File: src/rtl/stream_mux_rr.sv
// stream_mux_rr: N-channel valid/ready stream combiner with round-robin or
// fixed-priority arbitration, optional packet locking and a single registered
// output stage (one beat per clock, one cycle of latency, no skid buffer).
module stream_mux_rr #(
  parameter int unsigned WIDTH    = 8,
  parameter int unsigned CHANNELS = 4,
  parameter int unsigned MODE     = 0,
  parameter int unsigned PACKET   = 1,
  localparam int unsigned SELW    = (CHANNELS > 1) ? $clog2(CHANNELS) : 1
) (
  input  logic                      clk,
  input  logic                      rst,
  input  logic [CHANNELS*WIDTH-1:0] in_data,
  input  logic [CHANNELS-1:0]       in_valid,
  input  logic [CHANNELS-1:0]       in_last,
  output logic [CHANNELS-1:0]       in_ready,
  output logic [WIDTH-1:0]          out_data,
  output logic                      out_valid,
  output logic                      out_last,
  output logic [SELW-1:0]           out_sel,
  input  logic                      out_ready
);

  // OPEN: arbitrate freely; LOCKED: only lock_ch may deliver until its last beat.
  typedef enum logic {
    ST_OPEN   = 1'b0,
    ST_LOCKED = 1'b1
  } state_e;

  localparam int unsigned LAST_CH = CHANNELS - 1;

  state_e            state_q, state_d;
  logic [SELW-1:0]   lock_ch_q, lock_ch_d;
  logic [SELW-1:0]   last_grant_q, last_grant_d;
  logic              out_valid_q, out_valid_d;
  logic [WIDTH-1:0]  out_data_q, out_data_d;
  logic              out_last_q, out_last_d;
  logic [SELW-1:0]   out_sel_q, out_sel_d;

  logic              load_en;
  logic              grant_vld;
  logic [SELW-1:0]   grant_idx;
  logic              accept;
  logic [WIDTH-1:0]  grant_data;
  logic              grant_last;
  int unsigned       rr_cand;

  // Output register can take a new beat when empty or being drained this cycle.
  assign load_en = !out_valid_q || out_ready;

  // Grant selection: locked channel only, else lowest index or rotating search.
  always_comb begin
    grant_vld = 1'b0;
    grant_idx = '0;
    rr_cand   = 0;
    if (state_q == ST_LOCKED) begin
      grant_idx = lock_ch_q;
      grant_vld = in_valid[lock_ch_q];
    end else if (MODE == 1) begin
      for (int i = int'(CHANNELS) - 1; i >= 0; i--) begin
        if (in_valid[SELW'(i)]) begin
          grant_vld = 1'b1;
          grant_idx = SELW'(i);
        end
      end
    end else begin
      for (int unsigned i = 1; i <= CHANNELS; i++) begin
        rr_cand = int'(last_grant_q) + i;
        if (rr_cand >= CHANNELS) begin
          rr_cand = rr_cand - CHANNELS;
        end
        if (!grant_vld && in_valid[SELW'(rr_cand)]) begin
          grant_vld = 1'b1;
          grant_idx = SELW'(rr_cand);
        end
      end
    end
  end

  // Payload of the granted channel.
  always_comb begin
    grant_data = '0;
    grant_last = 1'b0;
    for (int unsigned i = 0; i < CHANNELS; i++) begin
      if (grant_idx == SELW'(i)) begin
        grant_data = in_data[i*WIDTH +: WIDTH];
        grant_last = in_last[i];
      end
    end
  end

  assign accept = grant_vld && load_en && !rst;

  // One-hot ready towards the granted, valid channel only.
  always_comb begin
    in_ready = '0;
    if (accept) begin
      in_ready[grant_idx] = 1'b1;
    end
  end

  // Next-state: load on acceptance, otherwise drain; lock tracks packet boundaries.
  always_comb begin
    state_d      = state_q;
    lock_ch_d    = lock_ch_q;
    last_grant_d = last_grant_q;
    out_valid_d  = out_valid_q;
    out_data_d   = out_data_q;
    out_last_d   = out_last_q;
    out_sel_d    = out_sel_q;
    if (accept) begin
      out_valid_d  = 1'b1;
      out_data_d   = grant_data;
      out_last_d   = grant_last;
      out_sel_d    = grant_idx;
      last_grant_d = grant_idx;
      if ((PACKET != 0) && !grant_last) begin
        state_d   = ST_LOCKED;
        lock_ch_d = grant_idx;
      end else begin
        state_d   = ST_OPEN;
      end
    end else if (out_valid_q && out_ready) begin
      out_valid_d = 1'b0;
    end
  end

  // State and output registers; reset gives channel 0 first priority.
  always_ff @(posedge clk or posedge rst) begin
    if (rst) begin
      state_q      <= ST_OPEN;
      lock_ch_q    <= '0;
      last_grant_q <= SELW'(LAST_CH);
      out_valid_q  <= 1'b0;
      out_data_q   <= '0;
      out_last_q   <= 1'b0;
      out_sel_q    <= '0;
    end else begin
      state_q      <= state_d;
      lock_ch_q    <= lock_ch_d;
      last_grant_q <= last_grant_d;
      out_valid_q  <= out_valid_d;
      out_data_q   <= out_data_d;
      out_last_q   <= out_last_d;
      out_sel_q    <= out_sel_d;
    end
  end

  assign out_valid = out_valid_q;
  assign out_data  = out_data_q;
  assign out_last  = out_last_q;
  assign out_sel   = out_sel_q;

endmodule
File: config.mk
export PLATFORM = sky130hd
export DESIGN_NAME = stream_mux_rr
export DESIGN_NICKNAME = d
export VERILOG_FILES = /design/src/rtl/stream_mux_rr.sv
export SDC_FILE = /design/constraint.sdc
export NUM_CORES = 1
export LEC_CHECK = 0
export CORE_ASPECT_RATIO = 0.5
export CORE_UTILIZATION = 40
export CTS_CLUSTER_SIZE = 40
export DETAILED_ROUTE_END_ITERATION = 8
export GPL_TIMING_DRIVEN = 1
export PLACE_DENSITY = 0.79
export SLEW_MARGIN = 20
export SYNTH_ARGS = -nofsm -noshare
export SYNTH_HDL_FRONTEND = slang
export SYNTH_SLANG_ARGS = --single-unit
File: constraint.sdc
create_clock -name clk -period 4.7 [get_ports clk]
set_input_delay 1.41 -clock clk [delete_from_list [all_inputs] [get_ports clk]]
set_output_delay 1.41 -clock clk [all_outputs]
set_load 0.1 [all_outputs]
; ---- Word level (Yosys, flattened, before mapping)
; Cells that the tools add are included.
[word_totals]
ff_bits = 17
latchBits = 0
mem_bits_rw = 0
mem_bits_ro = 0
in_bits = 43
output_inout_bits = 16
mem_count = 0
[op_classes]
n_addsub = 8
mul = 0
div = 0
magnitude_cmp = 11
n_eq_ne = 3
shifts = 0
mux = 45
n_bitwise = 1
reduce_logical = 16
[ops]
columns = cell, count
row1 = 8-bit two-way mux, 4
row2 = 2-bit two-way mux, 13
row3 = 1-bit two-way mux, 21
row4 = "2-bit by 3-bit < comparator with 1-bit output, second input constant", 6
row5 = 1-bit binary-select mux with 2-bit select, 5
row6 = "3-bit greater-or-equal comparator, second input constant", 3
row7 = "2-bit by 1-bit subtractor with 2-bit output, second input constant", 4
row8 = 1-bit logical AND, 7
row9 = "2-bit by 2-bit adder with 3-bit output, second input constant", 2
row10 = 1-bit logical NOT, 5
row11 = "2-bit by 3-bit adder with 4-bit output, second input constant", 1
row12 = "2-bit == test, second input constant", 2
row13 = "4-bit by 3-bit greater-or-equal comparator with 1-bit output, second input constant", 1
row14 = 4-bit two-way mux, 1
row15 = "2-bit by 1-bit adder with 3-bit output, second input constant", 1
row16 = 1-bit demux with 2-bit select, 1
row17 = "2-bit by 1-bit == test with 1-bit output, second input constant", 1
row18 = "2-bit by 1-bit greater-or-equal comparator with 1-bit output, second input constant", 1
row19 = 2-bit logical NOT, 1
row20 = 2-bit AND reduction, 1
row21 = 2-bit nonzero test, 1
row22 = 1-bit logical OR, 1
row23 = 1-bit inverter, 1

; ---- Longest topological paths before layout
[logic_depth]
depth_word = 27
mapped_depth = 8
mapped_depth_nobuf = 6

; ---- Least setup slack after synthesis
; OpenSTA, ideal clock, no wires.
[synth_path]
path_kind = input port to output port
from = in in_valid[1]
to = out in_ready[3]
arrival_ns = 4.689
required_ns = 3.290
setup_slack_ns = -1.399
path_stages = 7
path_cell_list = buf_6 -> or3b_1 -> a21o_1 -> a311oi_4 -> buf_6 -> inv_1 -> nor3_1
[synth_between]
elab_chain_cells = 21
elab_cells_between_ends = 37
[synth_rtl]
columns = item, line_no
row1 = from (decl), 14  ; input logic [CHANNELS-1:0] in_valid,
row2 = 1-bit binary-select mux with 2-bit select, 72  ; if (!grant_vld && in_valid[SELW'(rr_cand)]) begin
row3 = 1-bit two-way mux (implied by the code), 72
row4 = 1-bit two-way mux, 72
row5 = 1-bit two-way mux, 56  ; if (state_q == ST_LOCKED) begin
row6 = 1-bit logical NOT, 72
row7 = 1-bit logical AND, 72
row8 = 1-bit two-way mux, 72
row9 = 1-bit two-way mux, 56
row10 = [... 5 more ...], n/a
row11 = 1-bit logical AND, 72
row12 = 2-bit two-way mux, 72
row13 = 2-bit two-way mux, 56
row14 = 2-bit by 3-bit < comparator with 1-bit output (implied by the code) or 2-bit by 1-bit greater-or-equal comparator with 1-bit output (tied branches), 98  ; in_ready[grant_idx] = 1'b1;
row15 = 1-bit logical AND (implied by the code), 98
row16 = 1-bit two-way mux (implied by the code), 98
row17 = 1-bit demux with 2-bit select, 98
row18 = 4-bit two-way mux *, 97  ; if (accept) begin
row19 = to (decl), 16  ; output logic [CHANNELS-1:0] in_ready,
; Mark *: on every way between the ends. The rest lies on a longest branch, timed or not. The select of a mux whose other input is x is not followed.

; ---- Final worst setup path
[layout_path]
from = in in_valid[3]
to = out in_ready[0]
; Same word-level chain as after synthesis.

==> results.sh <==
export IMPL_ys_flop_type="dfrtp_1"
export IMPL_mostFrequentLayoutCell="clkdlybuf4s50_1"
export IMPL_ant_nets=0
export IMPL_r2r_end="out_last"
export IMPL_critPathArrivalTime_ns=3.13
export IMPL_numCtsBuffers=3
export IMPL_nets=238
export IMPL_grt_pass1_vias=1218
export IMPL_root_buffer="clkbuf_8"
export IMPL_drv_slew=0
export IMPL_fp_dieArea_um2=3350
export IMPL_skew_ns=0.00303
export IMPL_reg2regPathDepth=8
export IMPL_ios=59
export IMPL_p_int_mw=0.712
export IMPL_timing_final_crit_share_pct=96.5
export IMPL_grt_first_pass_wirelength_mm=5.59
export IMPL_cp_max_fo=7
export IMPL_rows=13
export IMPL_setup_viol=0
export IMPL_start_kind="input port"
export IMPL_multi_input_comb_area_um2=747
export IMPL_hpwl_mm=2.63
export IMPL_ys_types=43
export IMPL_routed_wl_mm=3.49
export IMPL_coreArea_um2=2770
export IMPL_worstMarginPinSlew_ns=0.987
export IMPL_vias=1237
export IMPL_rsz0062_at_grt="false"
export IMPL_die_w_um=80.8
export IMPL_htree_levels=1
export IMPL_holdPathStages=2
export IMPL_path_clk_slew_ns=0.07
export IMPL_holdCritStartpoint="out_sel[0]"
export IMPL_firstDrtPassIters=4
export IMPL_stdcell_area_um2=2010
export IMPL_yosysTopAreaCell="dfrtp_1"
export IMPL_drc_errors=0
export IMPL_crit_required_ns=3.29
export IMPL_die_h_um=41.4
export IMPL_synth_edf_count=0
export IMPL_setup_tns_ns=0
export IMPL_relSlewSlack_pct=34.0
export IMPL_grt_antenna_before_repair=0
export IMPL_globalplace_congestion=0.857
export IMPL_max_freq_ghz=0.220
export IMPL_synth_seq_cells=17
export IMPL_async_flop_share_pct=100
export IMPL_comb_power_share_pct=74.8
export IMPL_grt_max_degree=18
export IMPL_globalRouteOverflowTotal=0
export IMPL_clk_latency_ns=0.26
export IMPL_holdPathEnd="out_sel[0]"
export IMPL_critPathMaxStageDelay_ns=0.53
export IMPL_ys_top_cells_by_area="dfrtp_1 30%, mux2i_1 15%, a21o_1 6.6%, dfstp_2 4.2%, o22ai_1 4.0%"
export IMPL_syn_area_um2=1240
export IMPL_synth_nets=171
export IMPL_crit_buf_inv=2
export IMPL_maxCapViolCount=0
export IMPL_irDropWorstVdd_mv=0.484
export IMPL_hold_violations=0
export IMPL_seq_area_um2=428
export IMPL_finalPower_mw=1.59
export IMPL_status="complete, no violations"
export IMPL_cts_sinks=17
export IMPL_drt_iter0_markers=56
export IMPL_ctsHoldBuffers=0
export IMPL_start_util_pct=44.9
export IMPL_mostFrequentLayoutCells="50 x clkdlybuf4s50_1, 18 x mux2i_1, 15 x dfrtp_1"
export IMPL_clkPwrFrac_pct=7.1
export IMPL_postLayoutCoreUtil_pct=72.7
export IMPL_fillers=213
export IMPL_power_density_nw_per_um2=793
export IMPL_p_sw_share_pct=55.3
export IMPL_antenna_cells=0
export IMPL_path_cells="dlygate4sd2_1 -> mux4_2 -> o21ai_2 -> nand2b_1 -> nor2_2 -> buf_12"
export IMPL_crit_slowest_cell="mux4_2"
export IMPL_reg2reg_slack_ns=2.27
export IMPL_final_layout_size_suffix_gt1_share_pct=18.0
export IMPL_netlist_instances=128
export IMPL_endpoint_kind="primary output"
export IMPL_seqPwrFrac_pct=18.1
export IMPL_clock_path_buffers=2
export IMPL_dpl_cell_area_um2=1950
export IMPL_vias_per_cell=5.35
export IMPL_area_growth_pct=61.7
export IMPL_groute_usage_overall_pct=21.9
export IMPL_seq_area_frac_synth_pct=34.4
export IMPL_leakage_nw=0.961
export IMPL_p_switching_mw=0.882
export IMPL_synth_top_cell_area_share_pct=30.2
export IMPL_r2r_start="state_q"
export IMPL_wl_per_cell_um=15.1
export IMPL_fin_crit_ns=4.54
export IMPL_critPathKind="in -> out"
export IMPL_cts_tree="yes"
export IMPL_postSynthAreaPerCell_um2=9.71
export IMPL_synth_warning_count=0
export IMPL_port_buffers=58
export IMPL_min_delay_path_class="reg -> reg"
export IMPL_cp_top_family="multiplexers"
-- flip-flops by register name, indices dropped and copies added (netlist names) --
register,count
last_grant_q,2
out_valid,1
out_last,1
state_q,1
lock_ch_q,2
out_sel,2
out_data,8
-- timing repair --
action,4_1_cts,5_1_grt
endpoints found under the hold margin,0,0
buffers inserted,0,0
gates cloned,0,0
resized for setup,4,2
setup endpoints to repair,4,4
pin swaps,0,0
-- worst max path at each step --
stage                      from          end  slack (ns)  cells past startpoint
floorplan           in_valid[1]  in_ready[3]       -0.17                      7
global placement    in_valid[0]  in_ready[3]       -0.05                      7
detailed placement  in_valid[0]  in_ready[3]       -0.07                      7
CTS                 in_valid[2]  in_ready[1]        0.02                      7
global route        in_valid[0]  in_ready[3]        0.07                      7
finish              in_valid[3]  in_ready[0]        0.16                      6
-- worst reg2reg max path, delay by kind of cell (launching register included) --
kind            cells  cell delay (ns)
simple gates        1             0.45
mux                 1             0.27
buf+inv             2             0.42
flops               1             0.46
compound gates      4             0.73
-- metal layers --
metal	wire length (µm)	GRT usage (%)	vias up
li1	-	-	601
met1	1500	26.8	596
met2	1830	39.0	35
met3	136	5.71	5
met4	22	3.57	0
met5	0	0	-
-- cells by family after synthesis --
logic type             after synthesis  synth area share (%)
AO/OA/AOI/OAI                       42                  26.6
AND/OR/NAND/NOR                     32                  13.4
buffers and inverters               17                  8.36
flip-flops                          17                  34.4
multiplexers                        20                  17.2
-- area by class of cell --
class	instances	area share [%]
Sequential cell	17	21.3
Timing Repair Buffer	70	35.3
Tap cell	37	2.30
Inverter	9	1.68
Clock buffer	4	2.24
Multi-Input combinational cell	94	37.2
-- power groups by stage --
stage	Combinational [mW]	Sequential, mW	Clock [mW]
after floorplan	0.549	0.631	0
after global placement	1.17	0.288	0
after detailed placement	1.18	0.289	0
after CTS	1.19	0.288	0.114
after global routing	1.24	0.300	0.123
final	1.19	0.289	0.113
-- synth_stat cells (all sizes together), types with 2 or more instances --
cell type and instances:
nor2b 3, a21oi 4, o22ai 8, inv 9, a211oi 2, or3b 2, nand2 7, dfstp 2
mux2i 18, dfrtp 15, nor2 9, buf 7, a21o 11, nand2b 4, o21ai 6
-- stage by stage --
stage,setup WS (ns),std cells,hold WS (ns)
after floorplan,-0.169,128,0.463
after global placement,-0.0491,227,0.458
after detailed placement,-0.0750,227,0.466
after CTS,0.0186,231,0.483
after global routing,0.0704,231,0.501
final,0.164,231,0.477
Note: power is estimated with default switching activity, not from simulation.
